File: src/rtl/shift_reg_univ.sv
// Universal shift register: hold, shift right/left, parallel load, with a
// frame counter that pulses FRAME every FRAME_LEN shifts.
//
// Ports:
//   C      clock, all state changes on the rising edge
//   CLR    synchronous active-high reset
//   EN     clock enable (0 freezes state, FRAME forced low)
//   MODE   00 hold, 01 shift right, 10 shift left, 11 parallel load
//   SIR    serial in for right shift (enters Q[WIDTH-1])
//   SIL    serial in for left shift (enters Q[0])
//   PI     parallel load data
//   Q      register contents
//   SOR    right-shift serial out, Q[0]
//   SOL    left-shift serial out, Q[WIDTH-1]
//   CNT    shifts completed in the current frame
//   BUSY   a frame is partially shifted
//   FRAME  one-cycle pulse after the frame-completing shift
module shift_reg_univ #(
    parameter int WIDTH     = 8,
    parameter int FRAME_LEN = 8,
    localparam int CW       = $clog2(FRAME_LEN + 1)
) (
    input  logic             C,
    input  logic             CLR,
    input  logic             EN,
    input  logic [1:0]       MODE,
    input  logic             SIR,
    input  logic             SIL,
    input  logic [WIDTH-1:0] PI,
    output logic [WIDTH-1:0] Q,
    output logic             SOR,
    output logic             SOL,
    output logic [CW-1:0]    CNT,
    output logic             BUSY,
    output logic             FRAME
);

    typedef enum logic {
        IDLE,
        SHIFTING
    } state_t;

    localparam logic          DIR_R = 1'b0;
    localparam logic          DIR_L = 1'b1;
    localparam logic [CW-1:0] FL    = CW'(FRAME_LEN);

    state_t           state, state_n;
    logic             dir, dir_n;
    logic [WIDTH-1:0] q_n;
    logic [CW-1:0]    cnt_n;
    logic             frame_n;

    logic             is_shift;
    logic             shift_dir;
    logic [CW-1:0]    n;
    logic [CW-1:0]    n1;

    always_ff @(posedge C) begin
        if (CLR) begin
            Q     <= '0;
            CNT   <= '0;
            FRAME <= 1'b0;
            state <= IDLE;
            dir   <= DIR_R;
        end else begin
            Q     <= q_n;
            CNT   <= cnt_n;
            FRAME <= frame_n;
            state <= state_n;
            dir   <= dir_n;
        end
    end

    always_comb begin
        q_n       = Q;
        cnt_n     = CNT;
        frame_n   = 1'b0;
        state_n   = state;
        dir_n     = dir;
        is_shift  = (MODE == 2'b01) || (MODE == 2'b10);
        shift_dir = (MODE == 2'b10) ? DIR_L : DIR_R;
        // Reversing direction mid-frame restarts the count, so this
        // shift becomes shift 1 of a fresh frame.
        if ((state == SHIFTING) && (shift_dir != dir)) begin
            n = '0;
        end else begin
            n = CNT;
        end
        n1 = n + CW'(1);

        if (EN) begin
            unique case (MODE)
                2'b00: begin
                end
                2'b01: begin
                    q_n   = {SIR, Q[WIDTH-1:1]};
                    dir_n = DIR_R;
                end
                2'b10: begin
                    q_n   = {Q[WIDTH-2:0], SIL};
                    dir_n = DIR_L;
                end
                2'b11: begin
                    q_n     = PI;
                    cnt_n   = '0;
                    state_n = IDLE;
                end
            endcase

            if (is_shift) begin
                if (n1 == FL) begin
                    cnt_n   = '0;
                    state_n = IDLE;
                    frame_n = 1'b1;
                end else begin
                    cnt_n   = n1;
                    state_n = SHIFTING;
                end
            end
        end
    end

    assign SOR  = Q[0];
    assign SOL  = Q[WIDTH-1];
    assign BUSY = (state == SHIFTING);

endmodule

File: config.mk
export PLATFORM = sky130hd
export DESIGN_NAME = shift_reg_univ
export DESIGN_NICKNAME = d
export VERILOG_FILES = /design/src/rtl/shift_reg_univ.sv
export SDC_FILE = /design/constraint.sdc
export NUM_CORES = 1
export LEC_CHECK = 0
export BUFFER_PORTS_ARGS = -buffer_cell sky130_fd_sc_hd__buf_4
export CAP_MARGIN = 25
export CELL_PAD_IN_SITES_DETAIL_PLACEMENT = 0
export CELL_PAD_IN_SITES_GLOBAL_PLACEMENT = 1
export CORE_MARGIN = 8
export CORE_UTILIZATION = 37
export DETAILED_ROUTE_END_ITERATION = 8
export PLACE_DENSITY_LB_ADDON = 0.1
export SLEW_MARGIN = 20
export SYNTH_ARGS = -nofsm -noshare
export SYNTH_HDL_FRONTEND = slang
export SYNTH_SLANG_ARGS = --single-unit
File: constraint.sdc
create_clock -name C -period 2.9 [get_ports C]
set_input_delay 0.145 -clock C [delete_from_list [all_inputs] [get_ports C]]
set_output_delay 0.145 -clock C [all_outputs]
set_load 0.02 [all_outputs]
=== After elaboration in Yosys (flattened, before gate mapping) ===
Cells that the tools add are included.

* Add/subtract/negate cells: 1
* $mul: 0
* Div/mod/pow operators: 0
* Order comparisons: 0
* Equality and inequality tests: 5
* Shift operators: 0
* Mux-type cells: 11
* Bitwise gates (word level): 2
* Reductions and logical operators: 9

{| class="wikitable"
|+ Operators with widths
! cell !! count
|-
| one-hot mux 8 bit (3 select lines) || 1
|-
| two-way mux 4 bit || 4
|-
| AND reduction 2 bit || 3
|-
| two-way mux 1 bit || 5
|-
| adder 4 x 1 -> 4 bit, second input constant || 1
|-
| equality test 2 bit, second input constant || 2
|-
| equality test 4 bit, second input constant || 1
|-
| nonzero test 2 bit || 2
|-
| nonzero test 3 bit || 1
|-
| OR reduction 3 bit || 1
|-
| equality test 2 x 1 -> 1 bit, second input constant || 1
|-
| NOT 1 bit || 2
|-
| one-hot mux 1 bit (2 select lines) || 1
|-
| logical AND 1 bit || 1
|-
| logical OR 1 bit || 1
|-
| inequality test 1 bit || 1
|}

* Bits in registers: 15
* Bits in latches: 0
* Bits in writable memories: 0
* ROM bits: 0
* Bits of input ports: 15
* Output and inout port bits: 16
* Word-level logic and storage cells: 33
* Memories kept: 0

=== Logic depth before layout (Yosys ltp) ===
Gate-level depths: netlist of the first run.

* Depth in word-level cells: 9
* Depth in mapped cells: 8
* Mapped depth without buffers: 8

=== Least setup slack after synthesis of the first run ===
OpenSTA, ideal clock, no wires.

* Path type: input-to-reg
* From: in MODE[0]
* To: reg CNT[2]
* Setup time: 0.074 ns
* Arrival: 1.627 ns
* Data required time: 2.826 ns
* Setup slack: 1.198 ns
* Stages on the path: 8
* Path buffers: 0
* Path through: inv_1 ha_1 xor2_2 a21boi_0 ha_1 nand2b_1 a221o_1 a31oi_1

* Longest elaborated chain between the ends: 9
* Elaborated cells on any way between the ends: 14
* Classes of those cells: add/sub: 1; eq/ne: 5; mux: 4; reduce/logical: 4

{| class="wikitable"
|+ RTL lines
! what !! RTL line !! RTL
|-
| start: declaration || 26 || <nowiki>input logic [1:0] MODE,</nowiki>
|-
| equality test 2 bit * || 81 || <nowiki>shift_dir = (MODE == 2'b10) ? DIR_L : DIR_R;</nowiki>
|-
| two-way mux 1 bit * || 81 ||
|-
| net shift_dir || 54 || <nowiki>logic shift_dir;</nowiki>
|-
| inequality test 1 bit * || 84 || <nowiki>if ((state == SHIFTING) && (shift_dir != dir)) begin</nowiki>
|-
| logical AND 1 bit * || 84 ||
|-
| two-way mux 4 bit * || 84 ||
|-
| adder 4 x 1 -> 4 bit * || 89 || <nowiki>n1 = n + CW'(1);</nowiki>
|-
| equality test 4 bit || 111 || <nowiki>if (n1 == FL) begin</nowiki>
|-
| two-way mux 4 bit * || 111 ||
|-
| two-way mux 4 bit * || 110 || <nowiki>if (is_shift) begin</nowiki>
|-
| end signal: assignment || 67 || <nowiki>CNT <= cnt_n;</nowiki>
|-
| end: declaration || 33 || <nowiki>output logic [CW-1:0] CNT,</nowiki>
|}

The timed path passes the listed nets; every way through them passes the cells marked *.
A chain may end at the register's enable or synchronous reset.

=== Final worst setup path of the first run ===
Same ends and word-level chain as after synthesis.

==> results of run 1 <==
-- cells by family (layout without fill, tap and decap cells) --
kind of cell    after synthesis  after routing  synth area share, %
buf+inv                      11             38                 7.72
compound gates               29             29                 25.8
flops                        15             15                 35.0
fa+ha+maj                     4              4                 5.83
simple gates                 38             38                 22.7
xor+xnor                      2              2                 2.92
-- report_power, final --
part,switching (W),total (W),internal [W]
combinational,0.0000603,0.000110,0.0000493
sequential,0.0000131,0.000231,0.000218
clock,0.0000677,0.000121,0.0000535
-- worst min path at each step --
| stage | end | depth (start not counted) | start | slack [ns] |
|---|---|---|---|---|
| floorplan | Q[1]$_SDFFE_PP0P_ | 1 | CLR | 0.22 |
| global placement | Q[7]$_SDFFE_PP0P_ | 3 | SIR | 0.43 |
| detailed placement | Q[7]$_SDFFE_PP0P_ | 3 | SIR | 0.44 |
| CTS | Q[7]$_SDFFE_PP0P_ | 3 | SIR | 0.12 |
| global route | Q[7]$_SDFFE_PP0P_ | 3 | SIR | 0.13 |
| finish | Q[7]$_SDFFE_PP0P_ | 3 | SIR | 0.13 |
-- critical path, stage by stage --
cell,delay (ns)
buf_4,0.11
inv_1,0.07
ha_1,0.48
xor2_2,0.31
a21boi_0,0.15
ha_1,0.26
nand2b_1,0.15
a221o_1,0.34
a31oi_1,0.15
-- sequential cells by signal, indices dropped and copies added, names as in the netlist --
signal  flops
Q           8
CNT         4
dir         1
BUSY        1
FRAME       1
-- per-stage QoR --
step / utilization (%) / instance area, µm² / hold slack, ns / cells / total power, W
5_1_grt: 49.4 / 1090 / 0.129 / 154 / 0.000485
4_1_cts: 49.4 / 1090 / 0.125 / 154 / 0.000467
6_report: 49.4 / 1090 / 0.126 / 154 / 0.000461
2_1_floorplan: - / 858 / 0.217 / 99 / 0.000303
3_3_place_gp: 48.2 / 1070 / 0.433 / 150 / 0.000346
3_5_place_dp: 48.2 / 1070 / 0.440 / 150 / 0.000347
-- layer usage --
layer / part of all wire, % / GRT usage, %
met1: 43 / 10.2
met2: 48 / 17.8
met3: 6.7 / 5.23
met4: 2.1 / 5.18
met5: 0 / 0
-- layout make-up --
cell class / count / share of cell area (%)
inverter: 4 / 1.37
timing repair buffer: 30 / 20.6
tap: 28 / 3.20
clock buffer: 4 / 2.40
multi-input combinational: 73 / 45.0
sequential: 15 / 27.5
-- layout by cell type (no fill, tap or decap) --
cell type,Yosys,final
a211oi_1,1,1
a21bo_2,1,1
a21boi_0,1,1
a21oi_1,5,5
a221o_1,1,1
a22oi_1,8,8
a311oi_1,8,8
a31o_1,1,1
a31oi_1,1,1
and2_1,1,1
and2b_4,1,1
and3_1,1,1
and3b_1,1,1
buf_4,2,30
clkbuf_1,1,1
clkbuf_4,0,3
dfxtp_1,15,15
ha_1,4,4
inv_1,4,4
nand2_1,13,13
nand2b_1,2,2
nand3_1,4,4
nand3b_1,2,2
nand4_1,2,2
nor2_1,8,8
nor2_4,1,1
nor2b_1,1,1
nor3b_1,1,1
o211ai_1,1,1
o32ai_1,1,1
xnor2_1,1,1
xor2_2,1,1
==> reports/qor.yml, run 1 <==
outcome: "finished, final reports clean"
core_area_um2: 2210
rsz0062_at_grt: "no"
regArea_um2: 300
clock_sinks: 15
drv_cap: 0
ys_async_sr_fraction_pct: 0
initial_utilization_pct: 38.8
seq_area_frac_synth_pct: 35.0
dr.pass1.iters: 4
ant_nets: 0
regToRegEndpoint: "CNT[2]$_SDFFE_PP0P_"
crit_path_start_kind: "input pin"
cp.required_ns: 3.12
worstPathArrival_ns: 2.18
period_share_pct: 67.8
setup_tns_ns: 0
ios: 31
rows: 17
crit_end: "CNT[2]$_SDFFE_PP0P_"
routed_via_density: 5.43
r2r-start: "dir$_SDFFE_PP0P_"
antenna_found_initial: 0
cts_tree: "yes"
yosys_warnings: 0
maxSlewViolCount: 0
clkLatencyLatePin_ns: 0.28
cts-root-buf: "clkbuf_4"
vdd_drop_max_mv: 0.260
yosys.area.top_type: "dfxtp_1"
fill_cells: 240
final-hold-violation-count: 0
cts_hold_buf: 0
wirelength_um: 2100
yosysTopAreaCellShare_pct: 35.0
synthTopCellsByArea: "dfxtp_1 (35%), a311oi_1 (8.2%), a22oi_1 (7.0%)"
cts_max_level: 1
dieArea_um2: 4120
syn2layout_area_growth_pct: 27.4
cts_setup_buffers: 0
yosysMostFrequentCell: "dfxtp_1"
drc_errors: 0
place.gp.congestion: 0.816
grt_pass1_wl_um: 3470
max_slew.worst_pin.slew_ns: 0.513
fin_crit_ns: 1.97
synth-edff-count: 0
multi_input_area_um2: 492
skew_ns: 0.00185
portBuffers: 30
leakage_nw: 0.454
numCtsBuffers: 3
synth_cell_types: 33
gr-total-overflow: 0
yosys-top-cells-count: "dfxtp_1 (15), nand2_1 (13), a22oi_1 (8), a311oi_1 (8), nor2_1 (8)"
grt_max_degree: 24
syn-instance-count: 99
power_density_nw_per_um2: 422
path_max_fanout: 11
dp_hpwl_um: 1580
drtIter0Drc: 44
rr_worst_depth: 6
end_kind: "register"
setup_ws_ns: 0.934
worstSetupPathType: "in2reg"
syn_area_per_cell_um2: 8.67
die_w_um: 64.2
min_path_type: "in2reg"
vias: 836
die_h_um: 64.2
ys_ff_latch: 15
wl_per_cell_um: 13.6
fin_nets: 146
grt_pass1_vias: 805
fmax_mhz: 509
final_layout_size_suffix_gt1_share_pct: 29.4
synth_nets: 118
pre_cts_ws_ns: 0.634
cts_resized: 0
startpoint: "MODE[0]"
grt_usage_pct: 10.4
cts_buffer_depth: 2
syn_area_um2: 858
slew_headroom_pct: 65.8
ys.flop_type: "dfxtp_1"
r2r_slack_ns: 1.11
diodes: 0
setup_viol: 0
clkTransAtPathRegs_ns: 0.09
No activity file was read; power rests on OpenSTA's default activity.
==> run 2: changes to the inputs <==
--- a/config.mk
+++ b/config.mk
@@ -10,7 +10,7 @@
 export CELL_PAD_IN_SITES_DETAIL_PLACEMENT = 0
 export CELL_PAD_IN_SITES_GLOBAL_PLACEMENT = 1
 export CORE_MARGIN = 8
-export CORE_UTILIZATION = 37
+export CORE_UTILIZATION = 34
 export DETAILED_ROUTE_END_ITERATION = 8
 export PLACE_DENSITY_LB_ADDON = 0.1
 export SLEW_MARGIN = 20
==> constraint.sdc (replaced) <==
create_clock -name C -period 1.9 [get_ports C]
set_input_delay 0.095 -clock C [delete_from_list [all_inputs] [get_ports C]]
set_output_delay 0.095 -clock C [all_outputs]
set_load 0.02 [all_outputs]
==> run 2 against run 1 <==
  * Wire length is 5.4% higher
  * Cell area is 2.3% higher
  * Sequential share of layout area down 0.61 points
  * Core utilization decreased by 3.4 points
  * Via count up 0.24%
==> reports/qor.yml, run 2 (synthesized netlist as in run 1, its figures left out) <==
outcome: "finished, final reports clean"
r2r_slack_ns: 0.30  # -0.81 ns
max_slew.worst_pin.slew_ns: 0.422  # -0.0906 ns
period_share_pct: 84.2
slowest_delay_ns: 0.39  # -0.09 ns
cts_setup_buffers: 0  # unchanged
leakage_nw: 0.470  # +3.5%
routed_via_density: 5.27  # -2.9%
final-hold-violation-count: 0  # unchanged
cts_buffer_depth: 2  # unchanged
hold_end: "Q[7]$_SDFFE_PP0P_"
path_max_fanout: 3  # -8
wl_per_cell_um: 13.9  # +2.1%
cts_max_level: 1  # unchanged
fin_area_um2: 1120  # +2.3%
rr_worst_depth: 6  # unchanged
clkTransAtPathRegs_ns: 0.09  # about the same
worstPathArrival_ns: 1.82  # -0.36 ns
die_w_um: 66.2  # +3.2%
cts_resized: 0  # unchanged
pre_cts_ws_ns: 0.180  # -0.454 ns
drc_errors: 0  # unchanged
dr.pass1.iters: 4  # unchanged
dp_hpwl_um: 1670  # +5.6%
power_density_nw_per_um2: 637  # +51%
crit_chain: "xor2_2 -> a21boi_0 -> ha_1 -> nand2b_1 -> a221o_1 -> a31oi_1"
fin_nets: 149  # +2.1%
setup_viol: 0  # unchanged
grt_pass1_vias: 813  # +0.99%
dieArea_um2: 4390  # +6.6%
core_area_um2: 2430  # +10%
grt_usage_pct: 10.7  # +0.35 points
gr-total-overflow: 0  # unchanged
hold_depth: 3  # unchanged
ant_nets: 0  # unchanged
slew_headroom_pct: 71.9  # +6.0 points
regToRegEndpoint: "CNT[2]$_SDFFE_PP0P_"
largest-register: "Q"
place.gp.congestion: 0.767  # -6.1%
clkLatencyLatePin_ns: 0.28  # about the same
rows: 18  # +1
largest_reg_flops: 8  # unchanged
portBuffers: 30  # unchanged
wirelength_um: 2210  # +5.4%
diodes: 0  # unchanged
worstSetupPathType: "reg2reg"
cts_tree: "yes"
numCtsBuffers: 3  # unchanged
syn2layout_area_growth_pct: 30.3
clock_sinks: 15  # unchanged
reg_top3: "Q (8), CNT (4)"
skew_ns: 0.000226  # -0.00163 ns
vdd_drop_max_mv: 0.332  # +28%
worst_path_dominant_cell_family: "compound AO/OA/AOI/OAI gates"
maxSlewViolCount: 0  # unchanged
initial_utilization_pct: 35.3  # -3.5 points
ios: 31  # unchanged
drv_cap: 0  # unchanged
setup_ws_ns: 0.300  # -0.634 ns
setup_tns_ns: 0  # unchanged
r2r-start: "dir$_SDFFE_PP0P_"
final_cell_mix: "buf_4 (33), dfxtp_1 (15), nand2_1 (13)"
min_path_type: "in2reg"
final_layout_size_suffix_gt1_share_pct: 31.0  # +1.6 points
fin_crit_ns: 1.60
hp-start: "SIR"
critical_path_buf_inv_count: 0  # -2
end_kind: "register"
dpl_cell_area_um2: 1090  # +2.3%
die_h_um: 66.2  # +3.2%
slowest_stage: "dfxtp_1"
grt_pass1_wl_um: 3730  # +7.6%
final_common_cell: "buf_4"
crit_path_start_kind: "register"
vias: 838  # +0.24%
cp.required_ns: 2.12  # -1.00 ns
antenna_found_initial: 0  # unchanged
drtIter0Drc: 35  # -20%
cts-root-buf: "clkbuf_4"
rsz0062_at_grt: "no"
fmax_mhz: 625
grt_max_degree: 24  # unchanged
cts_hold_buf: 0  # unchanged
## run 2: worst register-to-register path: stages, from the launching register on
cell and delay (ns):
dfxtp_1 0.39, xor2_2 0.18, a21boi_0 0.12, ha_1 0.22, nand2b_1 0.14, a221o_1 0.34
a31oi_1 0.15
## run 2: metal layers
layer,up-vias,track usage (%),wire [µm]
li1,425,-,-
met1,382,13.9,1070
met2,29,15.4,933
met3,2,3.39,196
met4,0,5.60,15
met5,-,0,0
## run 2: worst max path at each step
stage	from	endpoint	slack, ns	cells past startpoint
after detailed placement	MODE[0]	CNT[2]$_SDFFE_PP0P_	0.18	9
final	dir$_SDFFE_PP0P_	CNT[2]$_SDFFE_PP0P_	0.30	6
after floorplan	MODE[0]	CNT[2]$_SDFFE_PP0P_	0.25	8
after global placement	MODE[0]	CNT[2]$_SDFFE_PP0P_	0.24	9
after CTS	dir$_SDFFE_PP0P_	CNT[2]$_SDFFE_PP0P_	0.29	6
after global routing	dir$_SDFFE_PP0P_	CNT[2]$_SDFFE_PP0P_	0.17	6
## run 2: layout make-up
cell class                      count  area [µm²]
Multi-Input combinational cell     73         492
Sequential cell                    15         300
Fill cell                         254        1310
Tap cell                           30        37.5
Clock buffer                        4        26.3
Inverter                            4        15.0
Timing Repair Buffer               33         248
## run 2: where the power goes
group          internal [W]  switching (W)
Combinational     0.0000786      0.0000933
Sequential         0.000332      0.0000208
Clock             0.0000814       0.000106
Total              0.000492       0.000220
## run 2: metrics by stage
| step | total power, W | std cells | utilization (%) | hold slack [ns] |
|---|---|---|---|---|
| finish | 0.000712 | 159 | 46.0 | 0.0829 |
| global placement | 0.000535 | 155 | 44.9 | 0.380 |
| global route | 0.000756 | 159 | 46.0 | 0.0795 |
| floorplan | 0.000463 | 99 | - | 0.167 |
| CTS | 0.000718 | 159 | 46.0 | 0.0763 |
| detailed placement | 0.000534 | 155 | 44.9 | 0.384 |
